`src/rtl/spi_bus_arbiter.sv`:
```
// rtl/spi_bus_arbiter.sv - two-master Wishbone arbiter in front of a shared SPI SRAM controller
//
// Purpose: grants the shared controller to one of two Wishbone masters. A grant
//   is held for the whole bus cycle, with no preemption. The arbiter inserts a
//   one-cycle idle gap between grants. It alternates priority under contention
//   and aborts a beat that the controller leaves stalled for TIMEOUT cycles.
// Parameters:
//   TIMEOUT   stalled cycles per beat before abort (0 disables the watchdog)
// Ports:
//   clk_i, rst_ni                   clock, asynchronous active-low reset
//   mN_cyc_i/stb_i/we_i/adr_i/dat_i master N request (N = 0,1)
//   mN_ack_o/err_o/dat_o            master N response
//   s_cyc_o/stb_o/we_o/adr_o/dat_o  request to the controller
//   s_ack_i/err_i/dat_i             controller response
module spi_bus_arbiter #(
  parameter int TIMEOUT = 128
) (
  input  logic        clk_i,
  input  logic        rst_ni,
  input  logic        m0_cyc_i,
  input  logic        m0_stb_i,
  input  logic        m0_we_i,
  input  logic [23:0] m0_adr_i,
  input  logic [7:0]  m0_dat_i,
  output logic        m0_ack_o,
  output logic        m0_err_o,
  output logic [7:0]  m0_dat_o,
  input  logic        m1_cyc_i,
  input  logic        m1_stb_i,
  input  logic        m1_we_i,
  input  logic [23:0] m1_adr_i,
  input  logic [7:0]  m1_dat_i,
  output logic        m1_ack_o,
  output logic        m1_err_o,
  output logic [7:0]  m1_dat_o,
  output logic        s_cyc_o,
  output logic        s_stb_o,
  output logic        s_we_o,
  output logic [23:0] s_adr_o,
  output logic [7:0]  s_dat_o,
  input  logic        s_ack_i,
  input  logic        s_err_i,
  input  logic [7:0]  s_dat_i
);

  localparam int            CW      = (TIMEOUT > 0) ? $clog2(TIMEOUT + 1) : 1;
  localparam bit            WD_EN   = (TIMEOUT > 0);
  localparam logic [CW-1:0] WD_MAX  = CW'(TIMEOUT);
  localparam logic [CW-1:0] WD_LAST = CW'((TIMEOUT > 0) ? TIMEOUT - 1 : 0);

  typedef enum logic [2:0] {
    S_IDLE,
    S_GNT0,
    S_GNT1,
    S_ABORT,
    S_GAP
  } state_t;

  state_t        state;
  logic          prio;      // 0 favours m0 on contention
  logic [CW-1:0] wd_cnt;    // stalled cycles already seen in this beat

  logic gnt0, gnt1, granted;
  logic cur_cyc, cur_stb;
  logic stall, timeout;

  assign gnt0    = (state == S_GNT0);
  assign gnt1    = (state == S_GNT1);
  assign granted = gnt0 | gnt1;
  assign cur_cyc = gnt1 ? m1_cyc_i : m0_cyc_i;
  assign cur_stb = gnt1 ? m1_stb_i : m0_stb_i;

  assign stall   = granted & cur_cyc & cur_stb & ~s_ack_i & ~s_err_i;
  // wd_cnt excludes the current cycle, so hitting WD_LAST while stalled means
  // this is the TIMEOUT-th stalled cycle. A same-cycle ack clears stall, so ack wins.
  assign timeout = WD_EN & stall & (wd_cnt == WD_LAST);

  always_comb begin
    s_cyc_o = 1'b0;
    s_stb_o = 1'b0;
    s_we_o  = 1'b0;
    s_adr_o = '0;
    s_dat_o = '0;
    if (gnt0) begin
      s_cyc_o = m0_cyc_i;
      s_stb_o = m0_stb_i;
      s_we_o  = m0_we_i;
      s_adr_o = m0_adr_i;
      s_dat_o = m0_dat_i;
    end else if (gnt1) begin
      s_cyc_o = m1_cyc_i;
      s_stb_o = m1_stb_i;
      s_we_o  = m1_we_i;
      s_adr_o = m1_adr_i;
      s_dat_o = m1_dat_i;
    end
  end

  assign m0_ack_o = gnt0 & s_ack_i;
  assign m0_err_o = gnt0 & (s_err_i | timeout);
  assign m0_dat_o = gnt0 ? s_dat_i : 8'h00;
  assign m1_ack_o = gnt1 & s_ack_i;
  assign m1_err_o = gnt1 & (s_err_i | timeout);
  assign m1_dat_o = gnt1 ? s_dat_i : 8'h00;

  always_ff @(posedge clk_i or negedge rst_ni) begin
    if (!rst_ni) begin
      state  <= S_IDLE;
      prio   <= 1'b0;
      wd_cnt <= '0;
    end else begin
      case (state)
        S_IDLE: begin
          // Every grant is entered from here, so the watchdog starts each grant at zero.
          wd_cnt <= '0;
          if (m0_cyc_i && m1_cyc_i) state <= prio ? S_GNT1 : S_GNT0;
          else if (m0_cyc_i)        state <= S_GNT0;
          else if (m1_cyc_i)        state <= S_GNT1;
        end
        S_GNT0, S_GNT1: begin
          if (s_ack_i || s_err_i)           wd_cnt <= '0;
          else if (stall && wd_cnt != WD_MAX) wd_cnt <= wd_cnt + 1'b1;
          if (!cur_cyc) begin
            state <= S_GAP;
            prio  <= gnt0;
          end else if (timeout) begin
            state <= S_ABORT;
            prio  <= gnt0;
          end
        end
        S_ABORT: begin
          // prio was set to ~N on abort, so the aborted master is the one not favoured.
          if (!(prio ? m0_cyc_i : m1_cyc_i)) state <= S_GAP;
        end
        S_GAP:   state <= S_IDLE;
        default: state <= S_IDLE;
      endcase
    end
  end

endmodule

```
`config.mk`:
```
export PLATFORM = sky130hd
export DESIGN_NAME = spi_bus_arbiter
export DESIGN_NICKNAME = d
export VERILOG_FILES = /design/src/rtl/spi_bus_arbiter.sv
export SDC_FILE = /design/constraint.sdc
export NUM_CORES = 1
export LEC_CHECK = 0
export CORE_ASPECT_RATIO = 0.7
export CORE_MARGIN = 5
export CORE_UTILIZATION = 30
export CTS_CLUSTER_DIAMETER = 120
export DETAILED_ROUTE_END_ITERATION = 12
export GPL_TIMING_DRIVEN = 0
export PLACE_DENSITY = 0.81
export SYNTH_ARGS = -nofsm -noshare
export SYNTH_HDL_FRONTEND = slang
export SYNTH_SLANG_ARGS = --single-unit
```
`constraint.sdc`:
```
create_clock -name clk_i -period 1.93 [get_ports clk_i]
set_input_delay 0.2895 -clock clk_i [delete_from_list [all_inputs] [get_ports clk_i]]
set_output_delay 0.2895 -clock clk_i [all_outputs]
set_load 0.01 [all_outputs]
```
==> impl_metrics.csv <==
group,metric,value,unit
detailed_routing,drtIter0Drc,155,
floorplan,die-area,6200,µm²
timing,fmax,481,MHz
timing,setup_tns,-1.88,ns
synth,ys_top_cells_by_area,"dfrtp_1 (21%), a22o_1 (21%), and2_1 (8.0%)",
grt,grt_pass1_wl,11100,µm
pwr,power_density,1310,nW/µm²
floorplan,initial_core_util,31.7,%
worst_setup_path,worstSetupStartpointType,"flip-flop",
worst_setup_path,r2r-start,"state[0]",
synth,ys_types,50,
synth,yosysMostFrequentCell,"a22o_1",
floorplan,die_w,92.0,µm
finish,finalNetCount,424,
timing,slew_headroom,55.7,%
clock_tree,cts_tree,"yes",
detailed_routing,drc,0,
detailed_routing,via_count,2225,
synth,synthesis.area,1410,µm²
pwr,ir_drop,0.653,mV
worst_setup_path,worstSetupStartpoint,"state[0]",
timing,layout_setup_ws,-0.150,ns
synth,synth_edf_count,0,
clock_tree,cts_sinks,12,
clock_tree,clkTransAtPathRegs,0.06,ns
placement,dpl.hpwl,5460,µm
worst_setup_path,crit_top_cell,"buf_6",
floorplan,num_rows,20,
grt,grt.overflow.total,0,
grt,antenna_found_initial,0,
clock_tree,numCtsBuffers,3,
detailed_routing,ant_nets,0,
timing,setup_viol,48,
timing,layout_min_cycle_time,2.08,ns
timing,final_max_slew_viol_count,0,
grt,track_usage,22.7,%
clock_tree,cts-root-buf,"clkbuf_8",
synth,yosys.area.top_type,"dfrtp_1",
finish,seq_area,303,µm²
synth,synth_nets,249,
timing,finClkSkew,0.000882,ns
worst_setup_path,cp_slowest_stage_delay,0.42,ns
detailed_routing,drt_wl_total,7800,µm
synth,ys_async_sr_fraction,100,%
placement,place.gp.congestion,0.861,
floorplan,dieHeight,67.4,µm
run_status,status,"complete, but fails checks",
finish,final_layout_size_suffix_gt1_share,40.1,%
worst_setup_path,required,1.64,ns
timing,worst_pin_slew,0.665,ns
timing,worst_hold_slack,0.409,ns
worst_setup_path,crit_chain,"buf_6 > nor3b_4 > buf_6 > buf_6 > a2bb2oi_4 > nor3_4 > o21a_1 > buf_6",
worst_setup_path,critPathArrivalTime,1.79,ns
hold_path,hp-class,"input pin to async pin",
detailed_routing,wl_per_cell,19.8,µm
synth,synthCells,165,
grt,grt_max_degree,13,
flow_run,cap_violations,0,
run_status,failed_checks,"setup timing",
worst_setup_path,cp_slowest_cell,"dfrtp_1",
floorplan,ios,137,
synth,synth_warnings,0,
synth,synth_commonest_cells,"a22o_1 (34), and2_1 (18), dfrtp_1 (12)",
clock_tree,clock_latency,0.25,ns
detailed_routing,via_per_inst,5.65,
worst_setup_path,worstSetupPathType,"flip-flop to output port",
finish,nFillCells,322,
synth,seq_area_frac_synth,21.3,%
worst_setup_path,reg2reg_to,"prio",
pwr,leakage,1.51,nW
synth,synth_top_area_share,21.3,%
grt,grt_pass1_vias,2179,
timing,rsz0062_at_grt,"true",
timing,finalHoldViolations,0,
placement,io_buffers,136,
worst_setup_path,crit_fanout,3,
worst_setup_path,reg2reg_slack,-0.06,ns
worst_setup_path,rr_worst_depth,6,
finish,diodes,0,
finish,syn_to_final_growth,135,%
synth,synth_ff_type,"dfrtp_1",
clock_tree,cts_buffer_depth,2,
floorplan,core_area,4450,µm²
synth,ys_ff_latch,12,
detailed_routing,first_pass_iters,4,
worst_setup_path,crit_path_end_kind,"output port",
clock_tree,h-tree-depth,1,
timing,timing.final.crit_share,108,%
synth,syn_avg_cell_area,8.55,µm²
finish,multi_input_area,1130,µm²
## stage by stage
stage / cells / setup slack, ns / util [%] / total power (W) / instance area (µm²)
after floorplan: 165 / 0.128 / - / 0.00178 / 1410
after global placement: 356 / -0.958 / 63.8 / 0.00310 / 2840
after detailed placement: 356 / -0.959 / 63.8 / 0.00311 / 2840
after CTS: 383 / -0.246 / 68.8 / 0.00379 / 3070
after global routing: 394 / -0.226 / 74.6 / 0.00465 / 3320
final: 394 / -0.150 / 74.6 / 0.00436 / 3320
## metal layers
metal	global-route usage, %	wire length, µm
met5	0	0
met2	40.4	4010
met1	26.3	2890
met3	8.91	785
met4	4.81	110
## sequential cells by signal, summed over array words and instances (netlist names)
name / cells
prio: 1
state: 3
wd_cnt: 8
## critical path, delay by kind of cell (launching register included)
family / cells / cell delay [ns]
AO/OA/AOI/OAI: 2 / 0.35
buffers and inverters: 4 / 0.52
flip-flops: 1 / 0.42
AND/OR/NAND/NOR: 2 / 0.25
## kinds of logic (layout without fill, tap and decap cells)
kind of cell / Yosys count / in the layout / synth area share (%)
multiplexers: 4 / 4 / 3.01
AND/OR/NAND/NOR: 53 / 53 / 23.9
buffers and inverters: 21 / 195 / 6.38
XOR/XNOR: 1 / 1 / 0.621
adder cells (fa/ha/maj): 2 / 2 / 1.77
AO/OA/AOI/OAI: 72 / 72 / 43.0
flip-flops: 12 / 12 / 21.3
## power breakdown
group          total (W)  internal, W  switching, W
Sequential      0.000401     0.000320     0.0000809
Clock           0.000287     0.000181      0.000107
Combinational    0.00368      0.00209       0.00159
Total            0.00436      0.00259       0.00178
## layout by cell type, fill, tap and decap left out, types with 3 or more instances in the layout
| cell type | n |
|---|---|
| clkdlybuf4s50_1 | 77 |
| a22o_1 | 34 |
| buf_6 | 33 |
| buf_2 | 28 |
| buf_4 | 23 |
| and2_4 | 12 |
| dfrtp_1 | 10 |
| buf_8 | 8 |
| inv_1 | 7 |
| and2_1 | 6 |
| nand2_1 | 5 |
| a31oi_1 | 5 |
| clkbuf_2 | 5 |
| a21oi_1 | 4 |
| clkbuf_8 | 4 |
| nand4_1 | 3 |
| nand3b_1 | 3 |
| nor2_1 | 3 |
| nand3_1 | 3 |
| a41oi_1 | 3 |
| a211o_1 | 3 |
| dlygate4sd2_1 | 3 |
## area by class of cell
cell class	count	area share (%)
repair buffers	171	48.2
multi-input cells	132	33.9
flip-flops and latches	12	9.11
plain buffers	11	4.10
well taps	55	2.07
clock buffers	4	1.66
inverters	9	1.02
## what timing repair did
item | 4_1_cts | 5_1_grt
pin swaps | 9 | 17
hold buffers | 0 | 0
buffers inserted | 20 | 12
setup endpoints to repair | 63 | 66
gates resized for setup | 254 | 67
gates cloned | 3 | 2
## worst max-delay path by stage
stage	cells past startpoint	to	slack [ns]
final	8	m0_err_o	-0.15
after detailed placement	7	m1_err_o	-0.96
after global routing	6	m0_err_o	-0.23
after CTS	6	m0_err_o	-0.25
after floorplan	5	m0_err_o	0.13
after global placement	7	m0_err_o	-0.96
Power figures use the tool's default switching activity.
==> RTL change 1: new RTL, same flow settings <==
The 5 states of `state_t` get a one-hot encoding in 5 bits.
--- a/src/rtl/spi_bus_arbiter.sv
+++ b/src/rtl/spi_bus_arbiter.sv
@@ -49,10 +49,10 @@
   localparam logic [CW-1:0] WD_LAST = CW'((TIMEOUT > 0) ? TIMEOUT - 1 : 0);
 
-  typedef enum logic [2:0] {
-    S_IDLE,
-    S_GNT0,
-    S_GNT1,
-    S_ABORT,
-    S_GAP
+  typedef enum logic [4:0] {
+    S_IDLE  = 5'b00001,
+    S_GNT0  = 5'b00010,
+    S_GNT1  = 5'b00100,
+    S_ABORT = 5'b01000,
+    S_GAP   = 5'b10000
   } state_t;
 
Formal check against the unedited RTL: no difference found for any inputs over 10 cycles, from zero or initial values and one cycle with rst_ni low; not proved beyond that.
==> RTL change 1 against the original RTL <==
The flow still finishes with violations (setup timing); via count is 3.6% higher; synthesized area is 5.6% higher; core utilization is 2.4 points lower; design area is 4.4% higher; setup slack worse by 0.21 ns; largest cell class unchanged; power is 24% lower; wire length is 7.3% higher; clock power is 4% higher; sequential cell count is 2 higher.
==> RTL change 1: results (changes against the original RTL) <==
Run status:
- The run finished, with violations left.
- The final reports fail on setup timing.

Power:
- The power of the clock network is 0.299 mW (+4%).
- The largest vdd supply drop is 492 µV (-25%).
- The switching power summed over all nets is 1.37 mW (-23%).
- The power in sequential cells came to 0.444 mW (+11%).
- The leakage power was 1.66 nW (+9.9%).

Final layout:
- The largest registers in the layout are wd_cnt (8), state (5), prio (1).
- The share of layout cells above drive strength 1 is 0.402 (+0.00105).
- The final cell area excluding filler cells is 0.00347 mm² (+4.4%).
- The net total in the final layout is 443 (+4.5%).
- The count of filler cells inserted in the layout was 331 (+2.8%).
- The number of cells in the finished layout apart from fillers is 427 (+8.4%).

Global route:
- The number of global-route vias before repair is 2,278 (+4.5%).
- The global-route usage over all layers is 0.233 (+0.00631).
- The initial antenna violation count is 0 (unchanged).
- The met1 track utilization from global routing was 0.266 (+0.00348).
- The wire length of the first global-routing pass was 11,700 µm (+5.4%).
- The maximum number of pins on one net before global-route repair came to 15 (+2).

Placement:
- The estimated wirelength of the detail-placed design is 5540 µm (+1.4%).
- The post-placement setup slack is -0.848 ns (+0.111 ns).
- The routability-driven placement congestion ratio is 0.858 (-0.43%).
- The count of buffers from port buffering is 134 (-1.5%).
- The total cell area at the placement stage is 0.00295 mm² (+3.7%).

Logic synthesis:
- The share of the synthesized area in compound gates (AO/OA/AOI/OAI) is 0.377 (-0.0530).
- The synthesized-area fraction occupied by xor and xnor cells is 0.0118 (+0.00555).
- The synthesized netlist net count is 270 (+8.4%).
- By area the synthesized netlist is led by sky130_fd_sc_hd__dfrtp_1, sky130_fd_sc_hd__a22o_1, sky130_fd_sc_hd__and2_1.
- The instance count of the mapped netlist is 186 (+13%).
- The proportion of synthesized area in mux cells is 0.0277 (-0.00243).
- The adder and majority gate portion of the synthesized area is 0.0168 (-0.000938).
- The number of distinct library cells after synthesis is 46 (-8.0%).

Timing:
- The clock skew is 0.00684 ns (+0.00596 ns).
- The total negative setup slack is -13.60 ns (-11.72 ns).
- The smallest setup slack after layout was -0.360 ns (-0.210 ns).
- The number of setup violations in the final report is 61 (+27%).

Worst setup path:
- The endpoint identified for the worst register-to-register timing path is wd_cnt[4]$_DFFE_PN0P_.
- The register-to-register path setup slack was -0.25 ns (-0.19 ns).
- The category of cells accounting for the largest share of critical-path delay is simple AND/OR/NAND/NOR gates.
- The number of cells on the worst reg-to-reg path is 7 (+1).
- The largest fanout on the critical path is 5 (+2).
- The largest individual stage delay along the critical path comes from the cell sky130_fd_sc_hd__or3_4.
- The end point of the critical path is s_adr_o[21].
- The worst reg2reg path startpoint is state[4]$_DFFE_PN0P_.

Routing:
- The met2 layer wire length in the routed design is 4230 µm (+5.4%).
- The detailed-route wire length on metal 1 is 3060 µm (+5.9%).
- The overall via count from detail_route is 2,306 (+3.6%).
- The number of design-rule violations left by the first detailed-router iteration was 113 (-27%).
- The overall routed net length is 8370 µm (+7.3%).
- The met3 wire length is 749 µm (-4.6%).
## RTL change 1: cell count changes after synthesis, sizes merged, moves of 4 or more
cell | before | now
and3 | 2 | 12
clkbuf | 8 | 15
nand2 | 5 | 12
a21oi | 5 | 11
and2 | 18 | 12
nor2 | 3 | 7
## RTL change 1: worst min path at each step
stage,cells after the start,from,slack [ns],end
2_1_floorplan,0,rst_ni,-0.006,prio$_DFFE_PN0P_
3_3_place_gp,1,wd_cnt[5]$_DFFE_PN0P_,0.49,wd_cnt[5]$_DFFE_PN0P_
3_5_place_dp,1,wd_cnt[5]$_DFFE_PN0P_,0.50,wd_cnt[5]$_DFFE_PN0P_
4_1_cts,2,m1_cyc_i,0.41,state[4]$_DFFE_PN0P_
5_1_grt,2,m1_cyc_i,0.47,state[4]$_DFFE_PN0P_
6_report,1,rst_ni,0.44,wd_cnt[1]$_DFFE_PN0P_
## RTL change 1: what timing repair did
item / 4_1_cts / 5_1_grt
gates cloned: 7 / 0
gates resized for setup: 268 / 63
buffers inserted: 31 / 8
pin swaps: 17 / 21
setup endpoints to repair: 66 / 67
## RTL change 1: cell type report
| type | count | area share |
|---|---|---|
| repair buffers | 174 | 0.459 |
| multi-input cells | 147 | 0.346 |
| flip-flops and latches | 14 | 0.102 |
| plain buffers | 12 | 0.0444 |
| well taps | 69 | 0.0249 |
| clock buffers | 4 | 0.0159 |
| inverters | 7 | 0.00757 |
## RTL change 1: per-stage QoR
step / power [mW] / hold WS (ns)
floorplan: 1.37 / -0.00609
global placement: 2.23 / 0.491
detailed placement: 2.26 / 0.497
CTS: 3.00 / 0.409
global route: 3.49 / 0.469
finish: 3.32 / 0.439
==> RTL change 2: new RTL, config.mk and constraints unchanged <==
Made on the original files. Change the parameter `TIMEOUT` from 128 to 64.
--- a/src/rtl/spi_bus_arbiter.sv
+++ b/src/rtl/spi_bus_arbiter.sv
@@ -14,5 +14,5 @@
 //   s_ack_i/err_i/dat_i             controller response
 module spi_bus_arbiter #(
-  parameter int TIMEOUT = 128
+  parameter int TIMEOUT = 64
 ) (
   input  logic        clk_i,
Function: same outputs for any inputs over 10 cycles, from zero or initial values and one cycle with rst_ni low; that may be too few to reach the edited logic, so the function may still have changed.
==> RTL change 2 against the original RTL <==
The flow still finishes with violations (setup timing); combinational power shrank 12%; setup slack gained 0.0067 ns; non-clock buffer count is 7 lower; count of clock-buffer cells in the layout unchanged; clock power fell by 20%; design area is 6.4% lower; sequential cell count shrank 1; wire length is 7.3% lower; global-route usage fell by 0.93 points; synthesized area decreased by 5.2%; power decreased by 12%; critical endpoint is now m1_err_o; largest cell class unchanged.
==> RTL change 2: results (changes against the original RTL) <==
Run status:
- The run finished, with violations left.
- The checks that failed: setup timing.

Power:
- The combinational power was 3.25 mW (-12%).
- The power in sequential cells came to 0.340 mW (-15%).
- The largest vdd supply drop is 678 µV (+3.8%).
- The cell-internal power is 2.25 mW (-13%).
- The leakage power is 1.43 nW (-5.3%).

Worst setup path:
- The number of cells on the worst reg-to-reg path came to 6 (unchanged).
- The largest stage delay on the critical path was 0.45 ns (+0.03 ns).
- The end point of the critical path is m1_err_o.
- The largest fanout on the critical path is 4 (+1).
- The register-to-register path setup slack is 0.07 ns (+0.13 ns).
- The setup path with the least slack is of type register to primary output.
- The slowest stage of the critical path is the sky130_fd_sc_hd__dfrtp_2 cell.

Logic synthesis:
- Ranked by total cell area, the synthesized netlist is headed by sky130_fd_sc_hd__a22o_1, sky130_fd_sc_hd__dfrtp_1, sky130_fd_sc_hd__and2_1.
- The share of the synthesized area in compound gates (AO/OA/AOI/OAI) is 0.358 (-0.0717).
- The adder and majority gate portion of the synthesized area came to 0.0187 (+0.000979).
- The proportion of synthesized area in mux cells is 0.0552 (+0.0250).
- The synthesized-area fraction occupied by xor and xnor cells is 0.00655 (+0.000343).
- The post-synthesis sequential area ratio is 0.206 (-0.00697).
- The count of warnings emitted by yosys is 0 (unchanged).
- The number of distinct library cells after synthesis is 42 (-16%).
- By count the netlist is led by sky130_fd_sc_hd__a22o_1, sky130_fd_sc_hd__and2_1, sky130_fd_sc_hd__dfrtp_1, sky130_fd_sc_hd__nand2_1, sky130_fd_sc_hd__inv_1.
- The synthesized netlist net count came to 248 (-0.40%).

Clock network:
- The number of buffers between clock root and the deepest sink is 2 (unchanged).
- Clock latency on the worst-skew pair, taken at its later pin, is 0.24 ns.
- The clock slew seen by the registers of the worst setup and hold paths is 0.05 ns.
- The root cell of the clock tree is sky130_fd_sc_hd__clkbuf_8.

Placement:
- The count of buffers from port buffering is 135 (-0.74%).
- The routability-driven placement congestion ratio is 0.860 (-0.13%).
- The total cell area at the placement stage is 0.00276 mm² (-3.0%).
- The estimated wirelength of the detail-placed design is 4970 µm (-8.9%).

Global route:
- The wire length of the first global-routing pass is 10,500 µm (-4.9%).
- The maximum number of pins on one net before global-route repair is 12 (-1).
- The global-route usage over all layers was 0.218 (-0.00928).
- The number of global-route vias before repair is 2,042 (-6.3%).

Routing:
- The number of vias per cell after detailed routing is 5.39 (-4.6%).
- The number of design-rule violations left by the first detailed-router iteration is 121 (-22%).
- The overall routed net length is 7230 µm (-7.3%).
- The detailed-router iteration count before antenna repair was 5 (+1).

Timing:
- The number of setup violations in the final report is 42 (-13%).
- The worst-margin pin slew is 0.596 ns (-0.0689 ns).
- The clock skew came to 0.00604 ns (+0.00516 ns).
- The smallest setup slack after layout is -0.143 ns (+0.00672 ns).
- The total negative setup slack is -1.93 ns (-0.0493 ns).

Final layout:
- The number of antenna repair diodes is 0 (unchanged).
- In the final layout, the registers with the most flip-flops are wd_cnt (7), state (3), prio (1).
- The share of layout cells above drive strength 1 was 0.365 (-0.0364).
- The net total in the final layout is 414 (-2.4%).
[RTL change 2: stage by stage]
step / power, mW / utilization / std cells / hold slack [ns] / setup slack, ns
after floorplan: 1.63 / - / 164 / -0.00609 / 0.166
after global placement: 2.86 / 0.637 / 354 / 0.526 / -0.681
after detailed placement: 2.88 / 0.637 / 354 / 0.526 / -0.744
after CTS: 3.48 / 0.685 / 380 / 0.403 / -0.138
after global routing: 4.05 / 0.718 / 384 / 0.419 / -0.227
final: 3.82 / 0.718 / 384 / 0.397 / -0.143
[RTL change 2: area by class of cell]
class / count / area (µm²)
fill: 352 / 1220
buffer: 13 / 189
timing repair buffer: 162 / 1440
multi-input combinational: 131 / 1060
inverter: 8 / 30.0
clock buffer: 4 / 45.0
sequential: 11 / 278
tap: 55 / 68.8
[RTL change 2: worst max-delay path: cells and delay by family, from the launching register on]
family                 cells  cell delay (ns)
DFF                        1             0.45
muxes                      1             0.33
buffers and inverters      2             0.29
and+or+nand+nor            2             0.27
AOI/OAI and AO/OA          1             0.20
[RTL change 2: timing repair]
action,in CTS,in global routing
pin swaps,37,8
endpoints found under the hold margin,0,0
endpoints found under the setup margin,56,61
cloned,5,1
setup buffers,17,4
resized for setup,258,40
[RTL change 2: logic make-up (layout without fill, tap and decap cells)]
family,Yosys count,in the layout
flops,11,11
compound gates,60,60
simple gates,61,61
xor+xnor,1,1
mux,7,7
fa+ha+maj,2,2
buf+inv,22,187
[RTL change 2: per-layer routing]
layer  part of all wire  track usage  wire length [µm]  up-vias
met1               0.40        0.260              2890      961
met2               0.50        0.375              3610      130
met5                  0            0                 0        -
li1                   -            -                 -      964
met4              0.019       0.0849               137        0
met3              0.081       0.0580               588       14
